## src/rtl/int_arbiter.sv

```systemverilog
// Interrupt arbiter: rising-edge capture of peripheral interrupt lines, fixed
// lowest-index priority, and a claim/complete handshake over a 4-word register map.
module int_arbiter #(
  parameter int unsigned NUM_SRC = 4
) (
  input  logic               clk,
  input  logic               rst,
  input  logic [NUM_SRC-1:0] src_i,
  input  logic               we_i,
  input  logic               re_i,
  input  logic [31:0]        addr_i,
  input  logic [31:0]        data_i,
  output logic [31:0]        data_o,
  output logic [7:0]         int_flag_o
);

  localparam logic [1:0] REG_ENABLE   = 2'd0;
  localparam logic [1:0] REG_PENDING  = 2'd1;
  localparam logic [1:0] REG_CLAIM    = 2'd2;
  localparam logic [1:0] REG_COMPLETE = 2'd3;

  typedef enum logic [1:0] {
    ST_IDLE,
    ST_ASSERT,
    ST_SERVICE
  } state_e;

  state_e             state_q, state_d;
  logic [NUM_SRC-1:0] enable_q, enable_d;
  logic [NUM_SRC-1:0] pending_q, pending_d;
  logic [NUM_SRC-1:0] src_prev_q, src_prev_d;
  logic [3:0]         claim_id_q, claim_id_d;
  logic [31:0]        data_q, data_d;
  logic [7:0]         int_flag_q, int_flag_d;

  logic [NUM_SRC-1:0] masked;
  logic [NUM_SRC-1:0] src_rise;
  logic [NUM_SRC-1:0] w1c_clr;
  logic [NUM_SRC-1:0] claim_clr;
  logic               win_found;
  logic [2:0]         win_idx;
  logic [3:0]         win_id;
  logic [7:0]         win_onehot;
  logic [1:0]         reg_sel;
  logic               claim_rd;
  logic               complete_wr;
  logic               unused_ok;

  assign unused_ok = ^{addr_i, data_i};

  assign reg_sel     = addr_i[3:2];
  assign claim_rd    = re_i && (reg_sel == REG_CLAIM);
  assign complete_wr = we_i && (reg_sel == REG_COMPLETE) && (data_i[3:0] == claim_id_q);
  assign src_rise    = src_i & ~src_prev_q;
  assign src_prev_d  = src_i;

  always_comb begin
    masked    = pending_q & enable_q;
    win_found = 1'b0;
    win_idx   = '0;
    for (int unsigned i = 0; i < NUM_SRC; i++) begin
      if (masked[i] && !win_found) begin
        win_found = 1'b1;
        win_idx   = 3'(i);
      end
    end
    win_id     = win_found ? (4'(win_idx) + 4'd1) : '0;
    win_onehot = 8'b1 << win_idx;
  end

  always_comb begin
    state_d    = state_q;
    int_flag_d = '0;
    claim_id_d = claim_id_q;
    claim_clr  = '0;
    unique case (state_q)
      ST_IDLE: begin
        if (win_found) begin
          state_d    = ST_ASSERT;
          int_flag_d = win_onehot;
        end
      end
      ST_ASSERT: begin
        if (!win_found) begin
          state_d = ST_IDLE;
        end else if (claim_rd) begin
          state_d    = ST_SERVICE;
          claim_id_d = win_id;
          claim_clr  = NUM_SRC'(1'b1) << win_idx;
        end else begin
          int_flag_d = win_onehot;
        end
      end
      ST_SERVICE: begin
        if (complete_wr) begin
          state_d = ST_IDLE;
        end
      end
      default: state_d = ST_IDLE;
    endcase
  end

  // Clears are applied before sets so a same-cycle edge keeps the bit pending.
  always_comb begin
    w1c_clr   = (we_i && (reg_sel == REG_PENDING)) ? data_i[NUM_SRC-1:0] : '0;
    pending_d = (pending_q & ~(w1c_clr | claim_clr)) | src_rise;
    enable_d  = (we_i && (reg_sel == REG_ENABLE)) ? data_i[NUM_SRC-1:0] : enable_q;
  end

  always_comb begin
    data_d = '0;
    if (re_i) begin
      unique case (reg_sel)
        REG_ENABLE:  data_d = 32'(enable_q);
        REG_PENDING: data_d = 32'(pending_q);
        REG_CLAIM:   data_d = (state_q == ST_ASSERT) ? 32'(win_id) : '0;
        default:     data_d = '0;
      endcase
    end
  end

  // Edge history reloads from the live lines during reset so sources held
  // high across reset do not register a fresh edge afterwards.
  always_ff @(posedge clk) begin
    if (!rst) begin
      state_q    <= ST_IDLE;
      enable_q   <= '0;
      pending_q  <= '0;
      src_prev_q <= src_i;
      claim_id_q <= '0;
      data_q     <= '0;
      int_flag_q <= '0;
    end else begin
      state_q    <= state_d;
      enable_q   <= enable_d;
      pending_q  <= pending_d;
      src_prev_q <= src_prev_d;
      claim_id_q <= claim_id_d;
      data_q     <= data_d;
      int_flag_q <= int_flag_d;
    end
  end

  assign data_o     = data_q;
  assign int_flag_o = int_flag_q;

endmodule

```

## config.mk

```make
export PLATFORM = sky130hd
export DESIGN_NAME = int_arbiter
export DESIGN_NICKNAME = d
export VERILOG_FILES = /design/src/rtl/int_arbiter.sv
export SDC_FILE = /design/constraint.sdc
export NUM_CORES = 1
export LEC_CHECK = 0
export CAP_MARGIN = 15
export CORE_UTILIZATION = 33
export CTS_CLUSTER_SIZE = 28
export DETAILED_ROUTE_END_ITERATION = 10
export PLACE_DENSITY = 0.89
export SYNTH_ARGS = -nofsm -noshare
export SYNTH_HDL_FRONTEND = slang
export SYNTH_SLANG_ARGS = --single-unit
```

## constraint.sdc

```tcl
create_clock -name clk -period 1.8 [get_ports clk]
set_input_delay 0.18 -clock clk [delete_from_list [all_inputs] [get_ports clk]]
set_output_delay 0.18 -clock clk [all_outputs]
set_load 0.005 [all_outputs]
```

# After elaboration in Yosys (flattened, before gate mapping)
# Index checks and enable logic that the tools add are counted.
totals:
  output_inout_bits: 40
  register_bits: 58
  in_bits: 72
  word_cells: 65
op_classes:
  addsub: 1
  n_shift: 2
  mux: 23
  n_reduce_logical: 16
  n_eq_ne: 9
  n_bitwise: 7
op_table:
  columns: ["cell", "n"]
  rows:
  - ["$mux 4", 6]
  - ["$mux 8", 3]
  - ["$pmux 8 s2", 1]
  - ["$and 4x4->4", 3]
  - ["$pmux 4 s3", 1]
  - ["$logic_and 1x1->1", 8]
  - ["$mux 2", 4]
  - ["$not 4->4", 2]
  - ["$or 4x4->4", 2]
  - ["$shl 1x3->8 const A", 1]
  - ["$eq 2x2->1 const B", 3]
  - ["$mux 3", 2]
  - ["$pmux 2 s3", 1]
  - ["$reduce_and 3->1", 2]
  - ["$mux 1", 5]
  - ["$add 3x1->4 const B", 1]
  - ["$eq 2x1->1 const B", 2]
  - ["$eq 4x4->1", 1]
  - ["$logic_not 2->1", 2]
  - ["$ne 2x2->1 const B", 2]
  - ["$shl 1x3->4 const A", 1]
  - ["$logic_not 1->1", 3]
  - ["$ne 3x3->1 const B", 1]
  - ["$reduce_and 2->1", 1]

# Longest topological paths before layout
# Gate-level depths: netlist of the first run.
depth:
  word_depth: 19
  mapped_depth: 7
  mapped_depth_nobuf: 7

# Worst setup path after synthesis of the first run
# OpenSTA, ideal clock, no wires.
synth_timing:
  path_kind: "reg2reg"
  from: "reg pending_q[3]"
  to: "reg pending_q[3]"
  stages_incl_launch_ff: 6
  setup_ps: 67
  arrival_ps: 1536
  required_ps: 1733
  path_buffers: 0
  period_less_slack_ps: 1603
  path_slack_ps: 197
  path_cell_list: "dfxtp_1 > a22oi_1 > and2b_1 > ha_1 > a221o_2 > o21ai_2"
synth_between:
  elab_chain_len: 11
  elab_cells_between_ends: 12
  cone_classes: "shift: 1; mux: 5; bitwise: 5; reduce/logical: 1"
synth_rtl:
  columns: ["element", "line", "rtl"]
  rows:
  - ["start, declared", "30", "logic [NUM_SRC-1:0] pending_q, pending_d;"]
  - ["start signal, assigned", "136", "pending_q <= pending_d;"]
  - ["$and 4x4->4", "58", "masked = pending_q & enable_q;"]
  - ["$logic_and 1x1->1", "62", "if (masked[i] && !win_found) begin"]
  - ["$mux 3", "62", null]
  - ["$shl 1x3->4", "89", "claim_clr = NUM_SRC'(1'b1) << win_idx;"]
  - ["$mux 4", "86", "end else if (claim_rd) begin"]
  - ["$mux 4", "84", "if (!win_found) begin"]
  - ["$mux 4", "76", "unique case (state_q)"]
  - ["$or 4x4->4", "106", "pending_d = (pending_q & ~(w1c_clr | claim_clr)) | src_rise;"]
  - ["$not 4->4", "106", null]
  - ["$and 4x4->4 (*)", "106", null]
  - ["$or 4x4->4 (*)", "106", null]
# Mark *: on every way between the ends. The rest lies on a longest branch, timed or not.
# A chain may end at the register's enable or synchronous reset.

# Worst setup path after layout of the first run
layout_timing:
  from: "reg pending_q[2]"
  to: "reg pending_q[3]"
layout_between:
  elab_chain_len: 14
  elab_cells_between_ends: 16
  cone_classes: "shift: 1; mux: 7; bitwise: 5; reduce/logical: 3"
layout_rtl:
  columns: ["element", "line"]
  rows:
  - ["$and 4x4->4 (*)", "58"]
  - ["$logic_and 1x1->1 (*)", "62"]
  - ["$mux 1", "62"]
  - ["$logic_not 1->1", "62"]
  - ["$logic_and 1x1->1", "62"]
  - ["$mux 3", "62"]
  - ["$shl 1x3->4", "89"]
  - ["$mux 4", "86"]
  - ["$mux 4 (*)", "84"]
  - ["$mux 4 (*)", "76"]
  - ["$or 4x4->4 (*)", "106"]
  - ["$not 4->4 (*)", "106"]
  - ["$and 4x4->4 (*)", "106"]
  - ["$or 4x4->4 (*)", "106"]
# Marks and branches as above.

==> flow_summary_export.csv, run 1 <==
group,metric,value,unit
status,status,"finished, final reports clean",
global_routing,overflow,0,
detailed_routing,m1WireLength,1.05,mm
clock_network,cts_setup_buffers,0,
clock_network,cts_root_buffer,"clkbuf_8",
timing,finalCriticalPeriod,1.69,ns
cells_and_area,nets,253,
synthesis,synthCells,146,
timing,setup_tns,0,ns
clock_network,cts_inserted_buffers,3,
floorplan,die_w,67.0,µm
critical_path,crit_path_start_kind,"flip-flop",
synthesis,synth_top_cell_by_area,"dfxtp_1",
global_routing,grt_first_pass_wirelength,4.21,mm
worst_hold_path,whs_endpoint,"src_prev_q[2]$_DFF_P_",
floorplan,start_util,0.346,
clock_network,cts_tree,"yes",
floorplan,rows,23,
synthesis,yosysSeqAreaShare,0.359,
place,portBuffers,21,
detailed_routing,dr_wl_met2,1.25,mm
detailed_routing,vias,1010,
detailed_routing,routed.top_layer,"met4",
detailed_routing,routed_wl,2.50,mm
synthesis,synth_top_flop_cell,"dfxtp_1",
place,hpwl,2.01,mm
synthesis,async_flop_share,0,
critical_path,arrival,1.89,ns
place,place_congestion,0.914,
global_routing,antenna_found_initial,0,
clock_network,clock-sinks,25,
critical_path,r2r-end,"pending_q[3]$_SDFF_PN0_",
cells_and_area,layout-drive-gt1-share,0.148,
cells_and_area,area_delta_synth_final,17.8,%
power,p_leak,0.728,nW
clock_network,ctsHtreeMaxLevel,1,
timing,hold_viol_final,0,
critical_path,crit_top_cell,"nand2_1",
flow_run,drv_cap,0,
global_routing,grt_max_degree,16,
power,max-vdd-ir-drop,0.241,mV
detailed_routing,dr_wl_met3,141,µm
detailed_routing,drt_iter0_drc,67,
worst_hold_path,min_path_cells,1,
timing,rsz0062_at_grt,"no",
clock_network,ctsHoldBuffers,0,
synthesis,ys_ff_latch,25,
timing,period_share,0.937,
timing,finalWorstSetupSlack,0.114,ns
synthesis,synth_most_common_cell,"buf_4",
timing,fin_skew,0.00605,ns
clock_network,clkTransAtPathRegs,0.08,ns
clock_network,cts.path.max_buffers,2,
detailed_routing,drc,0,
timing,drv_slew,0,
synthesis,ys_types,38,
critical_path,ff2ff_path_depth,7,
detailed_routing,detail-route-antenna-nets,0,
critical_path,cp_max_fo,4,
global_routing,grt_pass1_vias,926,
clock_network,clk_latency,0.27,ns
critical_path,required,2.01,ns
synthesis,synth_edf_count,0,
floorplan,core_area,4030,µm²
synthesis,ys_top_cells_by_count,"32 x buf_4, 25 x dfxtp_1, 16 x nand2_1",
timing,setup_viol,0,
detailed_routing,via_per_inst,4.47,
floorplan,fp.dieH,67.0,µm
floorplan,boundaryPins,112,
critical_path,path_cells,"nand2_1 -> a32o_1 -> nand2_1 -> inv_1 -> ha_1 -> a221o_2 -> o21ai_2",
critical_path,critical_path_class,"reg -> reg",
critical_path,rrSetupSlack,0.11,ns
synthesis,synth_area_leaders,"dfxtp_1 36%, buf_4 17%, mux2i_1 6.5%, nand2_1 4.3%, ha_1 3.6%",
power,powerDensity,638,nW/µm²
floorplan,dieArea,4480,µm²
place,pre_cts_slack,0.00772,ns
worst_hold_path,min-delay-path-class,"in -> reg",
clock_network,ctsResizeCount,0,
critical_path,r2r-start,"pending_q[2]$_SDFF_PN0_",
synthesis,synth_area,1390,µm²
critical_path,slowest_delay,0.38,ns
detailed_routing,post_drt_wl_per_cell,11.0,µm
worst_hold_path,hold_start,"src_i[2]",
global_routing,groute.usage.overall,0.130,
detailed_routing,dr.pass1.iters,4,
timing,max_freq,0.593,GHz
cells_and_area,n_antenna_cell,0,
timing,hold_ws,0.385,ns
synthesis,synth_area_per_cell,9.54,µm²
synthesis,ys_warn_count,0,
critical_path,slowest_stage,"a221o_2",
critical_path,worstSetupEndpointType,"flip-flop",
synthesis,synth_top_cell_area_share,0.359,
[logic make-up (layout without fill, tap and decap cells)]
family / count (synthesis) / count (layout) / share of synthesized area
AND/OR/NAND/NOR: 44 / 44 / 0.185
buffers and inverters: 40 / 39 / 0.200
flip-flops: 25 / 25 / 0.359
AO/OA/AOI/OAI: 20 / 20 / 0.133
multiplexers: 9 / 9 / 0.0647
adder cells (fa/ha/maj): 4 / 4 / 0.0359
XOR/XNOR: 3 / 3 / 0.0189
other: 1 / 32 / 0.00269
[worst max path at each step]
stage                       startpoint                    endpoint  depth (start not counted)
6_report       pending_q[2]$_SDFF_PN0_     pending_q[3]$_SDFF_PN0_                          7
2_1_floorplan  pending_q[3]$_SDFF_PN0_     pending_q[3]$_SDFF_PN0_                          5
4_1_cts        pending_q[2]$_SDFF_PN0_     pending_q[3]$_SDFF_PN0_                          7
5_1_grt        pending_q[2]$_SDFF_PN0_     pending_q[3]$_SDFF_PN0_                          7
3_3_place_gp                 addr_i[3]  claim_id_q[2]$_SDFFE_PN0P_                          5
3_5_place_dp                 addr_i[3]  claim_id_q[2]$_SDFFE_PN0P_                          5
[registers in the layout, indices dropped and copies added, names as in the netlist]
name	flops
claim_id_q	3
enable_q	4
state_q	2
pending_q	4
data_o	4
int_flag_o	4
src_prev_q	4
[through the flow]
stage / total power [mW] / instances / cell area (µm²) / util
6_report: 1.05 / 226 / 1640 / 0.407
2_1_floorplan: 0.719 / 177 / 1510 / -
4_1_cts: 1.06 / 226 / 1640 / 0.407
3_3_place_gp: 0.726 / 222 / 1590 / 0.395
5_1_grt: 1.10 / 226 / 1640 / 0.407
3_5_place_dp: 0.730 / 222 / 1590 / 0.395
[cell usage in the layout (no fill, tap or decap), types with 3 or more instances in the layout]
cell / synthesis / layout
clkbuf_8: 0 / 3
nand3b_1: 3 / 3
dfxtp_1: 25 / 23
nand2_1: 16 / 16
ha_1: 4 / 4
conb_1: 1 / 32
inv_1: 4 / 4
nor2_1: 4 / 4
a21oi_1: 3 / 3
nor2b_1: 6 / 6
and2_1: 3 / 3
buf_4: 32 / 10
clkdlybuf4s50_1: 0 / 21
mux2i_1: 9 / 9
a221o_2: 4 / 4
[where the power goes]
group	switching, mW	internal (mW)
clock network	0.170	0.158
logic	0.0668	0.0675
registers	0.0145	0.570
[metal layers]
metal  track usage  up-vias
met1         0.142      463
li1              -      496
met2         0.230       46
met3        0.0308        5
met5             0        -
met4        0.0718        0
[area by class of cell]
| cell class | instances | area, µm² |
|---|---|---|
| Fill cell | 413 | 2390 |
| Timing Repair Buffer | 31 | 285 |
| Multi-Input combinational cell | 112 | 729 |
| Sequential cell | 25 | 503 |
| Clock buffer | 4 | 45.0 |
| Tap cell | 50 | 62.6 |
| Inverter | 4 | 15.0 |
[critical path, delay by kind of cell, from the launching register on]
kind / cells / cell delay (ns)
AND/OR/NAND/NOR: 2 / 0.19
AO/OA/AOI/OAI: 3 / 0.70
buffers and inverters: 1 / 0.07
adder cells (fa/ha/maj): 1 / 0.27
flip-flops: 1 / 0.37
Power figures use the tool's default switching activity.
==> run 2: changes to the inputs <==
ABC_CLOCK_PERIOD_IN_PS = 1800   (was default)
==> results of run 2 <==
No change in the layout: final DEF, timing and power equal those of run 1.
